$ cat config.mk
export PLATFORM = sky130hd
export DESIGN_NAME = bist_tpg_6b
export DESIGN_NICKNAME = d
export VERILOG_FILES = /design/src/rtl/bist_tpg_6b.sv
export SDC_FILE = /design/constraint.sdc
export NUM_CORES = 1
export LEC_CHECK = 0
export CAP_MARGIN = 20
export CORE_UTILIZATION = 45
export CTS_CLUSTER_DIAMETER = 150
export DETAILED_ROUTE_END_ITERATION = 10
export PLACE_DENSITY = 0.77
export SLEW_MARGIN = 0
export SYNTH_ARGS = -nofsm -noshare
export SYNTH_HDL_FRONTEND = slang
export SYNTH_SLANG_ARGS = --single-unit
export TNS_END_PERCENT = 5
$ cat constraint.sdc
create_clock -name clk -period 6.5 [get_ports clk]
set_clock_uncertainty 0.05 [all_clocks]
set_input_delay 0.65 -clock clk [delete_from_list [all_inputs] [get_ports clk]]
set_output_delay 0.65 -clock clk [all_outputs]
set_load 0.01 [all_outputs]
$ cat src/rtl/bist_tpg_6b.sv
// BIST test-pattern generator: exhaustive or LFSR 6-bit vectors with golden
// per-group thermometer and total popcount, delivered over valid/ready.
module bist_tpg_6b #(
  parameter logic [5:0] LFSR_SEED = 6'b000001,
  parameter int         PAT_COUNT = 64
) (
  input  logic       clk,
  input  logic       rst_n,
  input  logic       start,
  input  logic       mode,
  input  logic       ready_in,
  output logic       pat_valid,
  output logic [5:0] pat,
  output logic [2:0] exp_lo,
  output logic [2:0] exp_hi,
  output logic [2:0] exp_cnt,
  output logic       last,
  output logic       busy,
  output logic       done
);

  typedef enum logic [1:0] {
    S_IDLE = 2'd0,
    S_RUN  = 2'd1,
    S_DONE = 2'd2
  } state_t;

  // A zero seed would lock the LFSR, so it is promoted to 1.
  localparam logic [5:0] SEED     = (LFSR_SEED == 6'd0) ? 6'd1 : LFSR_SEED;
  localparam logic [6:0] LAST_IDX = 7'(PAT_COUNT - 1);

  function automatic logic [1:0] pop3(input logic [2:0] v);
    return {1'b0, v[0]} + {1'b0, v[1]} + {1'b0, v[2]};
  endfunction

  function automatic logic [2:0] therm3(input logic [1:0] n);
    case (n)
      2'd0:    return 3'b000;
      2'd1:    return 3'b001;
      2'd2:    return 3'b011;
      default: return 3'b111;
    endcase
  endfunction

  state_t     r_state;
  logic       r_mode;
  logic [6:0] r_idx;
  logic [5:0] r_lfsr;

  state_t     w_state_nxt;
  logic       w_mode_nxt;
  logic [6:0] w_idx_nxt;
  logic [6:0] w_idx_inc;
  logic [5:0] w_lfsr_nxt;
  logic [5:0] w_lfsr_step;
  logic [5:0] w_pat_nxt;
  logic       w_valid_nxt;
  logic       w_last_nxt;
  logic       w_busy_nxt;
  logic       w_done_nxt;
  logic [1:0] w_pop_lo;
  logic [1:0] w_pop_hi;

  assign w_idx_inc   = r_idx + 7'd1;
  assign w_lfsr_step = {r_lfsr[4:0], r_lfsr[5] ^ r_lfsr[4]};
  assign w_pop_lo    = pop3(w_pat_nxt[2:0]);
  assign w_pop_hi    = pop3(w_pat_nxt[5:3]);

  // Next-state and next-output decode; everything holds unless changed below.
  always_comb begin
    w_state_nxt = r_state;
    w_mode_nxt  = r_mode;
    w_idx_nxt   = r_idx;
    w_lfsr_nxt  = r_lfsr;
    w_pat_nxt   = pat;
    w_valid_nxt = pat_valid;
    w_last_nxt  = last;
    w_busy_nxt  = busy;
    w_done_nxt  = done;
    case (r_state)
      S_IDLE, S_DONE: begin
        if (start) begin
          w_state_nxt = S_RUN;
          w_mode_nxt  = mode;
          w_idx_nxt   = 7'd0;
          w_lfsr_nxt  = SEED;
          w_pat_nxt   = mode ? SEED : 6'd0;
          w_valid_nxt = 1'b1;
          w_last_nxt  = (LAST_IDX == 7'd0);
          w_busy_nxt  = 1'b1;
          w_done_nxt  = 1'b0;
        end else begin
          w_state_nxt = r_state;
        end
      end
      S_RUN: begin
        if (pat_valid && ready_in) begin
          if (last) begin
            w_state_nxt = S_DONE;
            w_valid_nxt = 1'b0;
            w_last_nxt  = 1'b0;
            w_busy_nxt  = 1'b0;
            w_done_nxt  = 1'b1;
          end else begin
            w_idx_nxt  = w_idx_inc;
            w_lfsr_nxt = w_lfsr_step;
            // After 63 LFSR states the all-zero vector closes full coverage.
            if (r_mode) begin
              if (r_idx == 7'd62) begin
                w_pat_nxt = 6'd0;
              end else begin
                w_pat_nxt = w_lfsr_step;
              end
            end else begin
              w_pat_nxt = w_idx_inc[5:0];
            end
            w_last_nxt = (w_idx_inc == LAST_IDX);
          end
        end else begin
          w_state_nxt = S_RUN;
        end
      end
      default: begin
        w_state_nxt = S_IDLE;
        w_idx_nxt   = 7'd0;
        w_lfsr_nxt  = SEED;
        w_pat_nxt   = 6'd0;
        w_valid_nxt = 1'b0;
        w_last_nxt  = 1'b0;
        w_busy_nxt  = 1'b0;
        w_done_nxt  = 1'b0;
      end
    endcase
  end

  // State, sequencing registers and registered outputs with golden values.
  always_ff @(posedge clk or negedge rst_n) begin
    if (!rst_n) begin
      r_state   <= S_IDLE;
      r_mode    <= 1'b0;
      r_idx     <= 7'd0;
      r_lfsr    <= SEED;
      pat_valid <= 1'b0;
      pat       <= 6'd0;
      exp_lo    <= 3'd0;
      exp_hi    <= 3'd0;
      exp_cnt   <= 3'd0;
      last      <= 1'b0;
      busy      <= 1'b0;
      done      <= 1'b0;
    end else begin
      r_state   <= w_state_nxt;
      r_mode    <= w_mode_nxt;
      r_idx     <= w_idx_nxt;
      r_lfsr    <= w_lfsr_nxt;
      pat_valid <= w_valid_nxt;
      pat       <= w_pat_nxt;
      exp_lo    <= therm3(w_pop_lo);
      exp_hi    <= therm3(w_pop_hi);
      exp_cnt   <= {1'b0, w_pop_lo} + {1'b0, w_pop_hi};
      last      <= w_last_nxt;
      busy      <= w_busy_nxt;
      done      <= w_done_nxt;
    end
  end

endmodule

==> results of run 1 <==
-- per-layer routing --
| layer | part of all wire (%) | GRT usage, % | up-vias |
|---|---|---|---|
| met2 | 47 | 29.7 | 23 |
| met5 | 0 | 0 | - |
| met1 | 48 | 24.2 | 587 |
| met3 | 3.6 | 4.04 | 7 |
| met4 | 1.6 | 7.85 | 0 |
| li1 | - | - | 593 |
-- synth_stat cells (all sizes together), types with 4 or more instances --
| cell type | count |
|---|---|
| nand3 | 5 |
| a21oi | 7 |
| and2 | 4 |
| o21ai | 14 |
| dfrtp | 33 |
| buf | 5 |
| ha | 4 |
| nand2 | 25 |
| a22o | 7 |
| inv | 5 |
| nor2 | 8 |
-- cell families after synthesis --
family | count (synthesis)
DFF | 34
adders and majority gates | 7
and+or+nand+nor | 57
buffers and inverters | 12
AOI/OAI and AO/OA | 42
xor gates and xnor gates | 5
-- how the worst max path moves through the flow --
stage / to / slack (ps) / cells after the start
final: exp_cnt[1]$_DFF_PN0_ / 3190 / 8
after global routing: exp_cnt[1]$_DFF_PN0_ / 3060 / 8
after CTS: exp_cnt[1]$_DFF_PN0_ / 3200 / 8
after detailed placement: exp_cnt[1]$_DFF_PN0_ / 2870 / 8
after global placement: exp_cnt[1]$_DFF_PN0_ / 2990 / 8
after floorplan: exp_cnt[1]$_DFF_PN0_ / 3680 / 9
-- registers in the layout, summed over array words and instances, names as in the netlist --
name and count:
pat 6, r_idx 7, r_mode 1, r_lfsr 6, exp_hi 3, exp_lo 3, exp_cnt 3, done 1
last 1, busy 1, r_state 2
-- cell type report --
| class | count | area [um^2] | area share [%] |
|---|---|---|---|
| clock inverter | 1 | 30.0 | 1.52 |
| multi-input combinational | 111 | 728 | 36.8 |
| inverter | 5 | 18.8 | 0.948 |
| timing repair buffer | 24 | 238 | 12.0 |
| tap | 46 | 57.6 | 2.91 |
| sequential | 34 | 852 | 43.0 |
| clock buffer | 7 | 55.1 | 2.78 |
-- power by group through the flow --
stage / Clock, mW / Combinational [mW] / Sequential (mW)
6_report: 0.159 / 0.215 / 0.298
5_1_grt: 0.170 / 0.238 / 0.305
4_1_cts: 0.161 / 0.217 / 0.298
3_5_place_dp: 0 / 0.216 / 0.302
3_3_place_gp: 0 / 0.210 / 0.301
2_1_floorplan: 0 / 0.115 / 0.305
-- critical path: cells and delay by family --
family,cells,cell delay (ps)
AOI/OAI and AO/OA,1,240
and+or+nand+nor,2,740
adders and majority gates,3,1260
buffers and inverters,2,590
-- cell usage in the layout (no fill, tap or decap), types with 5 or more instances in the layout --
master                            count
sky130_fd_sc_hd__a21oi_1              7
sky130_fd_sc_hd__a22o_1               7
sky130_fd_sc_hd__clkbuf_4             5
sky130_fd_sc_hd__clkdlybuf4s50_1     23
sky130_fd_sc_hd__dfrtp_1             33
sky130_fd_sc_hd__inv_1                5
sky130_fd_sc_hd__nand2_1             25
sky130_fd_sc_hd__nor2_1               8
sky130_fd_sc_hd__o21ai_0             14
==> results_dict.tcl, run 1 <==
set metrics [dict create \
    worst_setup_path_startpoint "ready_in" \
    synth_compound_gate_area_share_pct 17.5 \
    finalSetupViolCount 0 \
    post_synthesis_register_bit_count 34 \
    detail_route.drc_violations 0 \
    cts_setup_buffers 0 \
    p_sw_share_pct 31.6 \
    cts_tree "built" \
    postSynth.topFlopCell "sky130_fd_sc_hd__dfrtp_1" \
    power_mw 0.672 \
    total_clock_buffers_created_by_cts 5 \
    worstHoldPathType "flop to flop" \
    crit_fanout 11 \
    gp_congestion 0.929 \
    crit-reg2reg-capture "exp_cnt[1]$_DFF_PN0_" \
    seq_power_share_pct 44.4 \
    first_pass_grt_wire_length_mm 5.54 \
    design.portCount 24 \
    core-area_um2 3420 \
    post-synth-top-area-cell "sky130_fd_sc_hd__dfrtp_1" \
    critical_path_class "input pin to flop" \
    p_comb_share_pct 32.0 \
    ir_worst_vdd_mv 0.278 \
    synth.mux.area_fraction_pct 0 \
    fillers 296 \
    ant_nets 0 \
    first_global_vias 1177 \
    switching_component_of_the_power_mw 0.212 \
    grt_setup_unrepaired "no" \
    post_route_cells_drive_above_1_share_pct 8.79 \
    synth_sequential_area_ratio_pct 52.2 \
    die_area_um2 3870 \
    final.hold.worst_slack_ps 486 \
    final_hold_viol_count 0 \
    source_to_sink_clock_delay_at_the_later_pin_of_the_worst_skew_pair_ps 330 \
    drt_iter0_drc 53 \
    num-nets-final 193 \
    wirelength_per_cell_um 14.1 \
    fin_tns_setup_ps 0 \
    final_core_util_pct 57.9 \
    post-route-cell-area_um2 1980 \
    postCtsResizedCells 0 \
    postSynthAreaPerCell_um2 10.4 \
    floorplan.die.height_um 62.2 \
    synthArstFlopShare_pct 100 \
    synthTopCellsByArea "sky130_fd_sc_hd__dfrtp_1 (51%), sky130_fd_sc_hd__nand2_1 (5.7%), sky130_fd_sc_hd__o21ai_0 (4.3%), sky130_fd_sc_hd__a22o_1 (3.8%), sky130_fd_sc_hd__fa_1 (3.7%)" \
    post_synth_num_cell_types 39 \
    final_max_slew_viol_count 0 \
    root_buffer "sky130_fd_sc_hd__clkbuf_4" \
    dp_slack_ps 2870 \
    finalWorstPathRequiredPeriod_ps 3310 \
    result_of_the_run "finished, final reports clean" \
    max_freq_ghz 0.302 \
    critPathRequiredTime_ps 6660 \
    p_clk_share_pct 23.6 \
    max-slew-margin-rel_pct 53.7 \
    arithmetic_cell_share_of_the_synthesized_area_counting_full_adders_half_adders_and_majority_gates_pct 6.74 \
    combinational_family_with_the_most_area_after_synthesis "simple AND/OR/NAND/NOR gates" \
    crit_chain "clkdlybuf4s50_1 -> nand3b_1 -> nor2_1 -> a22oi_1 -> fa_1 -> inv_1 -> ha_1 -> fa_1" \
    grt-ovfl-total 0 \
    postSynthNetCount 169 \
    cts.htree.levels 2 \
    layoutNonFillerInstCount 228 \
    cp_data_arrival_time_ps 3470 \
    worstHoldEndpoint "r_lfsr[1]$_DFFE_PN0P_" \
    power_density_nw_per_um2 339 \
    syn2layout_area_growth_pct 21.2 \
    rr_startpoint "r_state[0]$_DFFE_PN0P_" \
    netlist_area_um2 1630 \
    path_common_cell "sky130_fd_sc_hd__fa_1" \
    hold_buffers 0 \
    ys_warn_count 0 \
    min-delay-start "r_lfsr[1]$_DFFE_PN0P_" \
    floorplan.die.width_um 62.2 \
    floorplan.initialDensity_pct 47.8 \
    track_usage_pct 18.5 \
    routed_via_density 5.31 \
    timing.final.crit_share_pct 50.9 \
    crit_path_end_kind "flop" \
    routed_wirelength_mm 3.22 \
    synthCells 157 \
    critPathMaxStageDelay_ps 640 \
    synth_edf_count 0 \
    static-leakage-power_nw 0.872 \
    intPower_mw 0.460 \
    worst_pin_slew_ps 693 \
    worstSetupStartpointType "input pin" \
    clockBufferDepth 2 \
    grt_start_max_net_pins 35 \
    number_of_iterations_in_the_first_detailed_routing_pass 4 \
    placed_area_um2 1890 \
    clkSlewWorstSetupHoldPaths_ps 90 \
    dp.final_hpwl_mm 2.38 \
    critPathSlowestCell "sky130_fd_sc_hd__fa_1" \
    numPortBuffers 23 \
    cap_violations 0 \
    diodes 0 \
    num_vias 1210 \
    synth-simple-area-share_pct 17.6 \
    worst_r2r_path_depth 7 \
    yosys.area_share.xor_xnor_pct 2.68 \
    postLayoutSetupSlackWorst_ps 3190 \
    yosys.area.top_type_share_pct 50.6 \
    r2r_setup_slack_ps 3370 \
    min_path_cells 2 \
    placementRows 21 \
    dp.cells 220 \
    number_of_antenna_violations_at_the_first_check_in_global_routing 0 \
    numClockSinks 34 \
]
Note: power is estimated with default switching activity, not from simulation.
==> run 2, diff against run 1 <==
==> constraint.sdc (replaced) <==
create_clock -name clk -period 3.3 [get_ports clk]
set_clock_uncertainty 0.05 [all_clocks]
set_input_delay 0.33 -clock clk [delete_from_list [all_inputs] [get_ports clk]]
set_output_delay 0.33 -clock clk [all_outputs]
set_load 0.01 [all_outputs]
==> results_dict.tcl, run 2 (synthesized netlist as in run 1, its figures left out) <==
set metrics [dict create \
    result_of_the_run "finished, final reports clean" \
    final_cell_mix "sky130_fd_sc_hd__dfrtp_1 (33), sky130_fd_sc_hd__nand2_1 (25), sky130_fd_sc_hd__clkdlybuf4s50_1 (23)" \
    grt_start_max_net_pins 35 \
    rr_startpoint "r_idx[0]$_DFFE_PN0P_" \
    largest_reg_flops 7 \
    number_of_antenna_violations_at_the_first_check_in_global_routing 0 \
    first_pass_grt_wire_length_mm 6.15 \
    gp_congestion 0.981 \
    grt_setup_unrepaired "no" \
    num_vias 1273 \
    largestRegisters "r_idx (7), pat (6), r_lfsr (6)" \
    critPathRequiredTime_ps 3470 \
    cts.htree.levels 2 \
    critPathMaxStageDelay_ps 560 \
    max-slew-margin-rel_pct 71.7 \
    source_to_sink_clock_delay_at_the_later_pin_of_the_worst_skew_pair_ps 340 \
    floorplan.initialDensity_pct 47.8 \
    numPortBuffers 23 \
    dp.final_hpwl_mm 2.56 \
    power_density_nw_per_um2 696 \
    number_of_iterations_in_the_first_detailed_routing_pass 4 \
    num-nets-final 197 \
    root_buffer "sky130_fd_sc_hd__clkbuf_4" \
    clkSlewWorstSetupHoldPaths_ps 110 \
    crit-reg2reg-capture "exp_cnt[1]$_DFF_PN0_" \
    grt-ovfl-total 0 \
    worstSetupStartpointType "flop" \
    total_clock_buffers_created_by_cts 5 \
    postCtsResizedCells 0 \
    diodes 0 \
    numClockSinks 34 \
    static-leakage-power_nw 0.903 \
    max_freq_ghz 0.330 \
    final_max_slew_viol_count 0 \
    hold_buffers 0 \
    cp_data_arrival_time_ps 3200 \
    design.portCount 24 \
    crit_path_end_kind "flop" \
    routed_wirelength_mm 3.50 \
    ant_nets 0 \
    worst_r2r_path_depth 9 \
    timing.final.crit_share_pct 91.8 \
    worstHoldPathType "input pin to asynchronous set/reset pin" \
    worst_pin_slew_ps 425 \
    post_route_cells_drive_above_1_share_pct 11.3 \
    syn2layout_area_growth_pct 24.7 \
    detail_route.drc_violations 0 \
    drt_iter0_drc 58 \
    r2r_setup_slack_ps 270 \
    track_usage_pct 20.7 \
    wirelength_per_cell_um 15.1 \
    cts_setup_buffers 0 \
    fin_tns_setup_ps 0 \
    mostFrequentLayoutCell "sky130_fd_sc_hd__dfrtp_1" \
    floorplan.die.width_um 62.2 \
    fillers 311 \
    finalSetupViolCount 0 \
    finalWorstPathRequiredPeriod_ps 3030 \
    clockBufferDepth 2 \
    critPathSlowestCell "sky130_fd_sc_hd__fa_1" \
    die_area_um2 3870 \
    routed_via_density 5.49 \
    floorplan.die.height_um 62.2 \
    final.hold.worst_slack_ps 335 \
    crit_fanout 7 \
    placementRows 21 \
    crit_chain "ha_1 -> nand3_1 -> xor2_1 -> or2_2 -> a32o_1 -> fa_1 -> inv_1 -> ha_1 -> fa_1" \
    core-area_um2 3420 \
    cap_violations 0 \
    cts_tree "built" \
    largest-register "r_idx" \
    ir_worst_vdd_mv 0.452 \
    final_hold_viol_count 0 \
    critical_path_class "flop to flop" \
    first_global_vias 1286 \
]
-- run 2: cell count changes in the layout (fill, tap and decap cells not counted) --
cell	change
sky130_fd_sc_hd__bufinv_16	+1
sky130_fd_sc_hd__clkbuf_1	-1
sky130_fd_sc_hd__buf_4	+4
-- run 2: worst max path at each step --
stage                         startpoint                   end  slack (ps)  depth (start not counted)
detailed placement              ready_in  exp_cnt[1]$_DFF_PN0_         240                          9
global route        r_idx[0]$_DFFE_PN0P_  exp_cnt[1]$_DFF_PN0_         110                          9
floorplan           r_idx[0]$_DFFE_PN0P_  exp_cnt[1]$_DFF_PN0_         480                          9
CTS                 r_idx[0]$_DFFE_PN0P_  exp_cnt[1]$_DFF_PN0_         280                          9
finish              r_idx[0]$_DFFE_PN0P_  exp_cnt[1]$_DFF_PN0_         270                          9
global placement                ready_in  exp_cnt[1]$_DFF_PN0_         300                          9
-- run 2: layer usage --
layer  vias to the layer above  part of all wire [%]  global-route usage (%)
met5                         -                     0                       0
met4                         0                   1.2                    6.69
met3                         5                   4.3                    5.33
met2                        35                    49                    34.3
met1                       623                    45                    26.5
li1                        610                     -                       -
-- run 2: area by class of cell --
class / instances / area [um^2] / share of cell area, %
Clock inverter: 2 / 60.1 / 2.95
Sequential cell: 34 / 852 / 41.9
Inverter: 5 / 18.8 / 0.922
Multi-Input combinational cell: 111 / 728 / 35.8
Tap cell: 46 / 57.6 / 2.83
Clock buffer: 6 / 51.3 / 2.52
Timing Repair Buffer: 28 / 268 / 13.2
-- run 2: report_power, final --
group,internal (mW),leakage (nW),switching (mW)
Combinational,0.215,0.393,0.216
Sequential,0.514,0.452,0.0732
Clock,0.257,0.0585,0.143
-- run 2: stage by stage --
stage	cell area, um^2	power [mW]	cells	setup WS (ps)	util, %
final	2040	1.42	232	272	59.6
after global placement	1920	1.01	224	295	56.3
after detailed placement	1920	1.03	224	238	56.3
after CTS	2040	1.43	232	282	59.6
after global routing	2040	1.51	232	115	59.6
after floorplan	1630	0.827	157	477	-
-- run 2: critical path: cells and delay by family, from the launching register on --
family / cells / cell delay, ps
AO/OA/AOI/OAI: 1 / 280
XOR/XNOR: 1 / 170
adder cells (fa/ha/maj): 4 / 1460
buffers and inverters: 1 / 60
flip-flops: 1 / 480
AND/OR/NAND/NOR: 2 / 420
==> run 3, diff against run 2 <==
--- a/config.mk
+++ b/config.mk
@@ -6,10 +6,10 @@
 export NUM_CORES = 1
 export LEC_CHECK = 0
 export CAP_MARGIN = 20
-export CORE_UTILIZATION = 45
+export CORE_UTILIZATION = 40
 export CTS_CLUSTER_DIAMETER = 150
 export DETAILED_ROUTE_END_ITERATION = 10
-export PLACE_DENSITY = 0.77
+export PLACE_DENSITY = 0.71
 export SLEW_MARGIN = 0
 export SYNTH_ARGS = -nofsm -noshare
 export SYNTH_HDL_FRONTEND = slang
==> results_dict.tcl, run 3 (synthesized netlist as in run 1, its figures left out) <==
set metrics [dict create \
    num_vias 1247 \
    power_density_nw_per_um2 719 \
    root_buffer "sky130_fd_sc_hd__clkbuf_8" \
    detail_route.drc_violations 0 \
    placementRows 22 \
    finalSetupViolCount 0 \
    critical_path_class "flop to flop" \
    ant_nets 0 \
    post_route_cells_drive_above_1_share_pct 10.3 \
    p_clk_share_pct 31.2 \
    r2r_setup_slack_ps 240 \
    critical_path.endpoint "exp_cnt[1]$_DFF_PN0_" \
    p_comb_share_pct 29.0 \
    core-area_um2 3800 \
    cp_data_arrival_time_ps 3170 \
    p_sw_share_pct 30.0 \
    first_pass_grt_wire_length_mm 5.72 \
    worst_pin_slew_ps 410 \
    dp_slack_ps 197 \
    ff_latch_area_um2 852 \
    clkSlewWorstSetupHoldPaths_ps 70 \
    hold_buffers 0 \
    intPower_mw 1.03 \
    mostFrequentLayoutCell "sky130_fd_sc_hd__dfrtp_1" \
    crit_path_end_kind "flop" \
    fillers 330 \
    largestRegisters "r_idx (7), pat (6), r_lfsr (6)" \
    dp.final_hpwl_mm 2.40 \
    timing.final.crit_share_pct 92.6 \
    track_usage_pct 17.6 \
    worst_r2r_path_depth 9 \
    total_clock_buffers_created_by_cts 5 \
    wirelength_per_cell_um 14.4 \
    design.portCount 24 \
    ir_worst_vdd_mv 0.332 \
    final_hold_viol_count 0 \
    area_of_combinational_cells_with_multiple_inputs_um2 728 \
    floorplan.initialDensity_pct 43.0 \
    postLayoutSetupSlackWorst_ps 244 \
    first_global_vias 1212 \
    grt_setup_unrepaired "no" \
    worstSetupStartpointType "flop" \
    seq_power_share_pct 39.8 \
    drt_iter0_drc 85 \
    floorplan.die.width_um 65.9 \
    crit-reg2reg-capture "exp_cnt[1]$_DFF_PN0_" \
    clockBufferDepth 2 \
    largest-register "r_idx" \
    routed_wirelength_mm 3.33 \
    finalWorstPathRequiredPeriod_ps 3060 \
    switching_component_of_the_power_mw 0.442 \
    final_core_util_pct 54.0 \
    grt-ovfl-total 0 \
    max-slew-margin-rel_pct 72.6 \
    diodes 0 \
    max_freq_ghz 0.327 \
    source_to_sink_clock_delay_at_the_later_pin_of_the_worst_skew_pair_ps 290 \
    rr_startpoint "r_idx[0]$_DFFE_PN0P_" \
    cap_violations 0 \
    syn2layout_area_growth_pct 25.5 \
    final_max_slew_viol_count 0 \
    cts_setup_buffers 0 \
    worst_setup_path_startpoint "r_idx[0]$_DFFE_PN0P_" \
    routed_via_density 5.38 \
    fin_tns_setup_ps 0 \
    die_area_um2 4340 \
    final_cell_mix "sky130_fd_sc_hd__dfrtp_1 (33), sky130_fd_sc_hd__nand2_1 (25), sky130_fd_sc_hd__clkdlybuf4s50_1 (23)" \
    num-nets-final 195 \
    crit_fanout 7 \
    gp_congestion 0.837 \
    placed_area_um2 1910 \
    result_of_the_run "finished, final reports clean" \
    cts_tree "built" \
    number_of_iterations_in_the_first_detailed_routing_pass 4 \
    numClockSinks 34 \
    post-route-cell-area_um2 2050 \
    grt_start_max_net_pins 35 \
    worstHoldPathType "input pin to asynchronous set/reset pin" \
    power_mw 1.47 \
    static-leakage-power_nw 0.904 \
    numPortBuffers 23 \
    postCtsResizedCells 0 \
    number_of_antenna_violations_at_the_first_check_in_global_routing 0 \
    floorplan.die.height_um 65.9 \
    critPathRequiredTime_ps 3410 \
    largest_reg_flops 7 \
    cts.htree.levels 2 \
]
## run 3: cell count changes in the layout (fill, tap and decap cells not counted)
cell,delta
sky130_fd_sc_hd__clkbuf_4,-5
sky130_fd_sc_hd__buf_4,-2
sky130_fd_sc_hd__clkinv_4,+1
sky130_fd_sc_hd__clkbuf_8,+4
## run 3: cell type report
class                      count  area share, %
clock buffer                   5           3.36
tap                           48           2.93
timing repair buffer          26           12.3
sequential                    34           41.6
multi-input combinational    111           35.5
clock inverter                 3           3.36
inverter                       5          0.916
## run 3: layer usage
layer / wire length (um) / GRT usage (%)
met1: 1610 / 24.0
met2: 1500 / 26.4
met3: 161 / 5.17
met4: 57 / 6.52
met5: 0 / 0
## run 3: metrics by stage
step,std cells,hold WS [ps]
6_report,232,392
2_1_floorplan,157,-15.6
3_5_place_dp,224,459
3_3_place_gp,224,445
5_1_grt,232,458
4_1_cts,232,413
## run 3: power groups by stage
| stage | logic [mW] | registers, mW | clock network [mW] |
|---|---|---|---|
| 6_report | 0.427 | 0.587 | 0.459 |
| 5_1_grt | 0.481 | 0.600 | 0.489 |
| 4_1_cts | 0.434 | 0.588 | 0.468 |
| 3_5_place_dp | 0.432 | 0.595 | 0 |
| 3_3_place_gp | 0.420 | 0.592 | 0 |
| 2_1_floorplan | 0.226 | 0.601 | 0 |
## run 3: how the worst min path moves through the flow
stage                     start          endpoint  slack [ps]  cells after the start
5_1_grt                   rst_n  pat[2]$_DFF_PN0_         460                      2
6_report                  rst_n  busy$_DFFE_PN0P_         390                      2
3_5_place_dp   done$_DFFE_PN0P_  done$_DFFE_PN0P_         460                      2
4_1_cts                   rst_n  busy$_DFFE_PN0P_         410                      2
2_1_floorplan             rst_n  busy$_DFFE_PN0P_         -20                      0
3_3_place_gp   done$_DFFE_PN0P_  done$_DFFE_PN0P_         450                      2
## run 3: critical path: stages, from the launching register on
cell and delay, ps:
sky130_fd_sc_hd__dfrtp_1 460, sky130_fd_sc_hd__ha_1 310, sky130_fd_sc_hd__nand3_1 120, sky130_fd_sc_hd__xor2_1 180
sky130_fd_sc_hd__or2_2 300, sky130_fd_sc_hd__a32o_1 290, sky130_fd_sc_hd__fa_1 550, sky130_fd_sc_hd__inv_1 50
sky130_fd_sc_hd__ha_1 180, sky130_fd_sc_hd__fa_1 430
==> variant 1: new RTL, flow settings as in run 3 <==
Register the input `mode` before use. The logic sees it one clock later. The other inputs are not delayed to match.
--- a/src/rtl/bist_tpg_6b.sv
+++ b/src/rtl/bist_tpg_6b.sv
@@ -30,2 +30,8 @@
   localparam logic [6:0] LAST_IDX = 7'(PAT_COUNT - 1);
+
+  logic mode_q;
+
+  always_ff @(posedge clk) begin
+    mode_q <= mode;
+  end
 
@@ -83,6 +89,6 @@
           w_state_nxt = S_RUN;
-          w_mode_nxt  = mode;
+          w_mode_nxt  = mode_q;
           w_idx_nxt   = 7'd0;
           w_lfsr_nxt  = SEED;
-          w_pat_nxt   = mode ? SEED : 6'd0;
+          w_pat_nxt   = mode_q ? SEED : 6'd0;
           w_valid_nxt = 1'b1;
Function: changed (Yosys sat finds a counterexample within 4 cycles, from zero or initial values and one cycle with rst_n low).
==> variant 1 against run 3 <==
Worst setup slack gained 0.015 ns; critical path depth fell by 1; total power is 23% lower; sequential cell count rose by 1; wire length is 5.5% higher; largest cell class unchanged; critical path type unchanged; core utilization shrank 0.76 points; non-clock buffer count grew 2; global-route usage increased by 1.1 points; highest routed layer unchanged; synthesized cell count down 5.1%; critical endpoint unchanged; cell area shrank 1.4%; combinational power fell by 32%; area after synthesis increased by 0.92%.
==> variant 1: results (changes against run 3) <==
| Metric | Value |
|---|---|
| Clock-pin slew on the worst setup and hold paths | `0.06 ns` |
| Crit path max fanout | `6 (was 7)` |
| RePlAce Congestion | `0.847 (was 0.837)` |
| Clk_lat worst skew | `0.29 ns (about the same)` |
| Aggregate routed wire length | `3510 um (was 3330 um)` |
| Dpl ws | `0.0629 ns (was 0.197 ns)` |
| Global routing usage summed across all routing layers | `0.188 (was 0.176)` |
| Min-Delay Path Class | `in2async (unchanged)` |
| Startpoint type of the worst setup path | `flip-flop (unchanged)` |
| Number of nets produced by synthesis | `161 (was 169)` |
| Port bufs | `23 (unchanged)` |
| Proportion of register bits with asynchronous set or reset after synthesis | `0.971 (was 1.00)` |
| VDD IR max | `0.283 mV (was 0.332 mV)` |
| Registers with the most flip-flops | `r_idx x7, pat x6, r_lfsr x6 (unchanged)` |
| Maximum number of buffers from clock root to sink | `2 (unchanged)` |
| # diodes | `0 (unchanged)` |
| Share of the yosys chip area belonging to registers | `0.529 (was 0.522)` |
| Largest delay contributor family on the critical path | `adder cells (unchanged)` |
| Post-cts sizing count | `0 (unchanged)` |
| Post-CTS Setup Inserts | `0 (unchanged)` |
| Area contributors post-synth | `dfrtp_1 50%, a22o_1 8.5%, nand2_1 4.1% (was dfrtp_1 51%, nand2_1 5.7%, o21ai_0 4.3%)` |
| H-Tree Depth | `2 (unchanged)` |
| Vias in the first global route | `1,230 (was 1,212)` |
| Detailed router's first-iteration violation count | `76 (was 85)` |
| Fill cell count | `343 (was 330)` |
| Arrival time reported for the critical path endpoint | `3.15 ns (was 3.17 ns)` |
| Pre-antenna DRT Iters | `5 (was 4)` |
| Placed Area | `1940 um^2 (was 1910 um^2)` |
| Cell type of the slowest stage on the worst timing path | `fa_1 (unchanged)` |
| Status | `complete, no violations (unchanged)` |
| Number of unique standard cell types used by synthesis | `38 (was 39)` |
| TritonCTS Buffers | `5 (unchanged)` |
| Overflow left after global routing | `0 (unchanged)` |
| Wire length of the first global-routing pass | `5950 um (was 5720 um)` |
| Leading cell types by count after synthesis | `33 x dfrtp_1, 18 x nand2_1, 16 x a22o_1 (was 33 x dfrtp_1, 25 x nand2_1, 14 x o21ai_0)` |
| Max transition margin | `0.720 (was 0.726)` |
| Largest net degree at the start of global routing | `35 (unchanged)` |
| HPWL after detailed placement | `2550 um (was 2400 um)` |
| ANT nets after route | `0 (unchanged)` |
| Layout Nets | `188 (was 195)` |
| Root Buffer Master | `clkbuf_8 (unchanged)` |
| Total Negative Setup Slacks | `0 ns (unchanged)` |
| Stage delay of the slowest cell on the critical path | `0.49 ns (was 0.55 ns)` |
| Syn. warnings | `0 (unchanged)` |
| Fraction of final layout cells with drive strength greater than 1 | `0.0960 (was 0.103)` |
| Initial antenna violation count | `0 (unchanged)` |
| Vias | `1,258 (was 1,247)` |
| Static leakage | `0.914 nW (was 0.904 nW)` |
[variant 1: changes by cell type after synthesis, sizes merged, moves of 4 or more]
cell    before  now
o21ai       14    6
o22ai        1    6
nand2       25   18
clkbuf       2    6
a22o         7   16
[variant 1: worst reg2reg max path, cell delays in order, from the launching register on]
cell and delay [ns]:
dfrtp_1 0.46, inv_1 0.10, ha_1 0.19, and3b_1 0.25
or3b_1 0.39, a32oi_1 0.34, fa_1 0.50, ha_1 0.22
fa_1 0.43
[variant 1: routing by layer]
layer,track usage,part of all wire,vias to the layer above
met1,0.261,0.45,627
met3,0.0431,0.048,8
met4,0.104,0.024,0
li1,-,-,589
met2,0.269,0.47,34
met5,0,0,-
[variant 1: power breakdown]
part	internal (mW)	total (mW)	switching [mW]	leakage, nW
Clock	0.150	0.291	0.142	0.0395
Sequential	0.492	0.554	0.0618	0.467
Combinational	0.146	0.289	0.143	0.408
[variant 1: area by class of cell]
class | instances | area [um^2] | share of cell area
flip-flops and latches | 35 | 872 | 0.432
multi-input cells | 102 | 726 | 0.359
repair buffers | 28 | 268 | 0.133
clock buffers | 8 | 80.1 | 0.0396
well taps | 48 | 60.1 | 0.0297
inverters | 4 | 15.0 | 0.00743
[variant 1: cells by family (layout without fill, tap and decap cells)]
| group | count (synthesis) | count (layout) | share of synthesized area |
|---|---|---|---|
| AND/OR/NAND/NOR | 49 | 49 | 0.159 |
| flip-flops | 35 | 35 | 0.529 |
| adder cells (fa/ha/maj) | 7 | 7 | 0.0668 |
| buffers and inverters | 12 | 40 | 0.0304 |
| AO/OA/AOI/OAI | 40 | 40 | 0.182 |
| XOR/XNOR | 6 | 6 | 0.0319 |
[variant 1: path summary, 6_finish.rpt]
kind                           from    endpoint  slack, ns  cells after the start
max                        r_idx[0]  exp_cnt[1]       0.26                      8
min                           rst_n        busy       0.40                      2
max reg2reg                r_idx[0]  exp_cnt[1]       0.26                      8
min reg2reg                  mode_q      r_mode       0.45                      2
max in group asynchronous     rst_n   r_lfsr[0]       2.47                      2
min in group clk             mode_q      r_mode       0.45                      2
[variant 1: metrics by stage]
step / power, mW / cells / utilization
3_3_place_gp: 0.842 / 217 / 0.511
2_1_floorplan: 0.716 / 149 / -
5_1_grt: 1.20 / 225 / 0.532
3_5_place_dp: 0.853 / 217 / 0.511
4_1_cts: 1.15 / 225 / 0.532
6_report: 1.13 / 225 / 0.532
==> variant 2: new RTL, config.mk and constraints of run 3 <==
Without the edit above. Change the parameter `PAT_COUNT` from 64 to 48.
--- a/src/rtl/bist_tpg_6b.sv
+++ b/src/rtl/bist_tpg_6b.sv
@@ -4,3 +4,3 @@
   parameter logic [5:0] LFSR_SEED = 6'b000001,
-  parameter int         PAT_COUNT = 64
+  parameter int         PAT_COUNT = 48
 ) (
Behaviour: same outputs for any inputs over 10 cycles, from zero or initial values and one cycle with rst_n low; that may be too few to reach the edited logic, so the function may still have changed.
==> variant 2 against run 3 <==
Area after synthesis is 0.23% lower; largest cell class unchanged; cell area is 0.43% higher; sequential cell count stayed put; wire length is 2.6% higher; sequential share of layout area is 0.18 points lower; worst setup slack better by 0.040 ns; total power is 14% higher; sequential power is 6.0% higher.
==> variant 2: results (changes against run 3) <==
| Metric | Value |
|---|---|
| H-Tree Depth | `2 (unchanged)` |
| Startpoint of the most critical register-to-register path | `r_idx[0] (unchanged)` |
| TritonCTS Buffers | `5 (unchanged)` |
| Port bufs | `23 (unchanged)` |
| Worst-case reg-to-reg path depth | `9 (unchanged)` |
| RePlAce Congestion | `0.920 (was 0.837)` |
| Crit path max fanout | `7 (unchanged)` |
| Worst hold-check slack | `0.392 ns (about the same)` |
| Placed Area | `1920 um^2 (was 1910 um^2)` |
| HPWL after detailed placement | `2480 um (was 2400 um)` |
| Endpoint of the worst-slack reg-to-reg timing path | `exp_cnt[1] (unchanged)` |
| Wire length of the first global-routing pass | `5690 um (was 5720 um)` |
| Leading cell types by count after synthesis | `33 x dfrtp_1, 23 x nand2_1, 14 x o21ai_0 (was 33 x dfrtp_1, 25 x nand2_1, 14 x o21ai_0)` |
| VDD IR max | `0.205 mV (was 0.332 mV)` |
| Slew at the pin closest to its max-slew limit | `0.424 ns (was 0.410 ns)` |
| Layout Nets | `195 (unchanged)` |
| Cell count after placement | `224 (unchanged)` |
| Routed length per instance | `14.7 um (was 14.4 um)` |
| Fraction of final layout cells with drive strength greater than 1 | `0.114 (was 0.103)` |
| Min-Delay Path Class | `in2async (unchanged)` |
| Fill cell count | `314 (was 330)` |
| Number of unique standard cell types used by synthesis | `40 (was 39)` |
| Arrival time reported for the critical path endpoint | `3.14 ns (was 3.17 ns)` |
| Share of the yosys chip area belonging to registers | `0.523 (was 0.522)` |
| Root Buffer Master | `clkbuf_8 (unchanged)` |
| Detailed router's first-iteration violation count | `95 (was 85)` |
| Dpl ws | `0.176 ns (was 0.197 ns)` |
| Syn. warnings | `0 (unchanged)` |
| Pre-antenna DRT Iters | `4 (unchanged)` |
| Proportion of register bits with asynchronous set or reset after synthesis | `1.00 (unchanged)` |
| Vias in the first global route | `1,190 (was 1,212)` |
| Static leakage | `0.916 nW (was 0.904 nW)` |
| Registers with the most flip-flops | `r_idx x7, pat x6, r_lfsr x6 (unchanged)` |
| Largest net degree at the start of global routing | `35 (unchanged)` |
| Status | `complete, no violations (unchanged)` |
| Area contributors post-synth | `dfrtp_1 51%, nand2_1 5.3%, a22o_1 4.3% (was dfrtp_1 51%, nand2_1 5.7%, o21ai_0 4.3%)` |
| Global routing usage summed across all routing layers | `0.180 (was 0.176)` |
| Via count normalized by instance count | `5.25 (was 5.38)` |
| Synth Area per Inst | `10.5 um^2 (was 10.4 um^2)` |
| Number of nets produced by synthesis | `167 (was 169)` |
-- variant 2: worst max-delay path by stage --
stage	slack, ns	end	from	depth (start not counted)
final	0.28	exp_cnt[1]	r_idx[0]	9
after CTS	0.28	exp_cnt[1]	r_idx[0]	9
after global routing	0.19	exp_cnt[1]	r_idx[0]	9
after global placement	0.26	exp_cnt[1]	ready_in	9
after detailed placement	0.18	exp_cnt[1]	ready_in	9
after floorplan	0.48	exp_cnt[1]	r_idx[0]	9
-- variant 2: critical path: stages, from the launching register on --
cell and delay (ns):
dfrtp_1 0.47, ha_1 0.31, nand3_1 0.12, xor2_1 0.17, or2_2 0.29, a32o_1 0.28
fa_1 0.56, inv_1 0.06, ha_1 0.18, fa_1 0.42
-- variant 2: cell type report --
cell class | count | area [um^2] | share of cell area
timing repair buffer | 27 | 260 | 0.126
tap | 48 | 60.1 | 0.0292
clock buffer | 5 | 68.8 | 0.0334
sequential | 34 | 852 | 0.414
inverter | 5 | 18.8 | 0.00912
multi-input combinational | 110 | 729 | 0.354
clock inverter | 3 | 68.8 | 0.0334
-- variant 2: logic make-up after synthesis --
| logic type | synth area share |
|---|---|
| compound gates | 0.177 |
| fa+ha+maj | 0.0676 |
| flops | 0.523 |
| simple gates | 0.177 |
| buf+inv | 0.0292 |
| xor+xnor | 0.0269 |
-- variant 2: report_power, final --
part           internal (mW)  leakage, nW  switching, mW
sequential             0.529        0.453         0.0926
combinational          0.299        0.395          0.306
clock                  0.303       0.0683          0.158
total                   1.13        0.916          0.556
-- variant 2: routing by layer --
layer  vias to the layer above  track usage  part of all wire
met4                         0       0.0815             0.014
met2                        22        0.288              0.51
met3                         7       0.0414             0.042
met1                       594        0.230              0.44
met5                         -            0                 0
li1                        594            -                 -
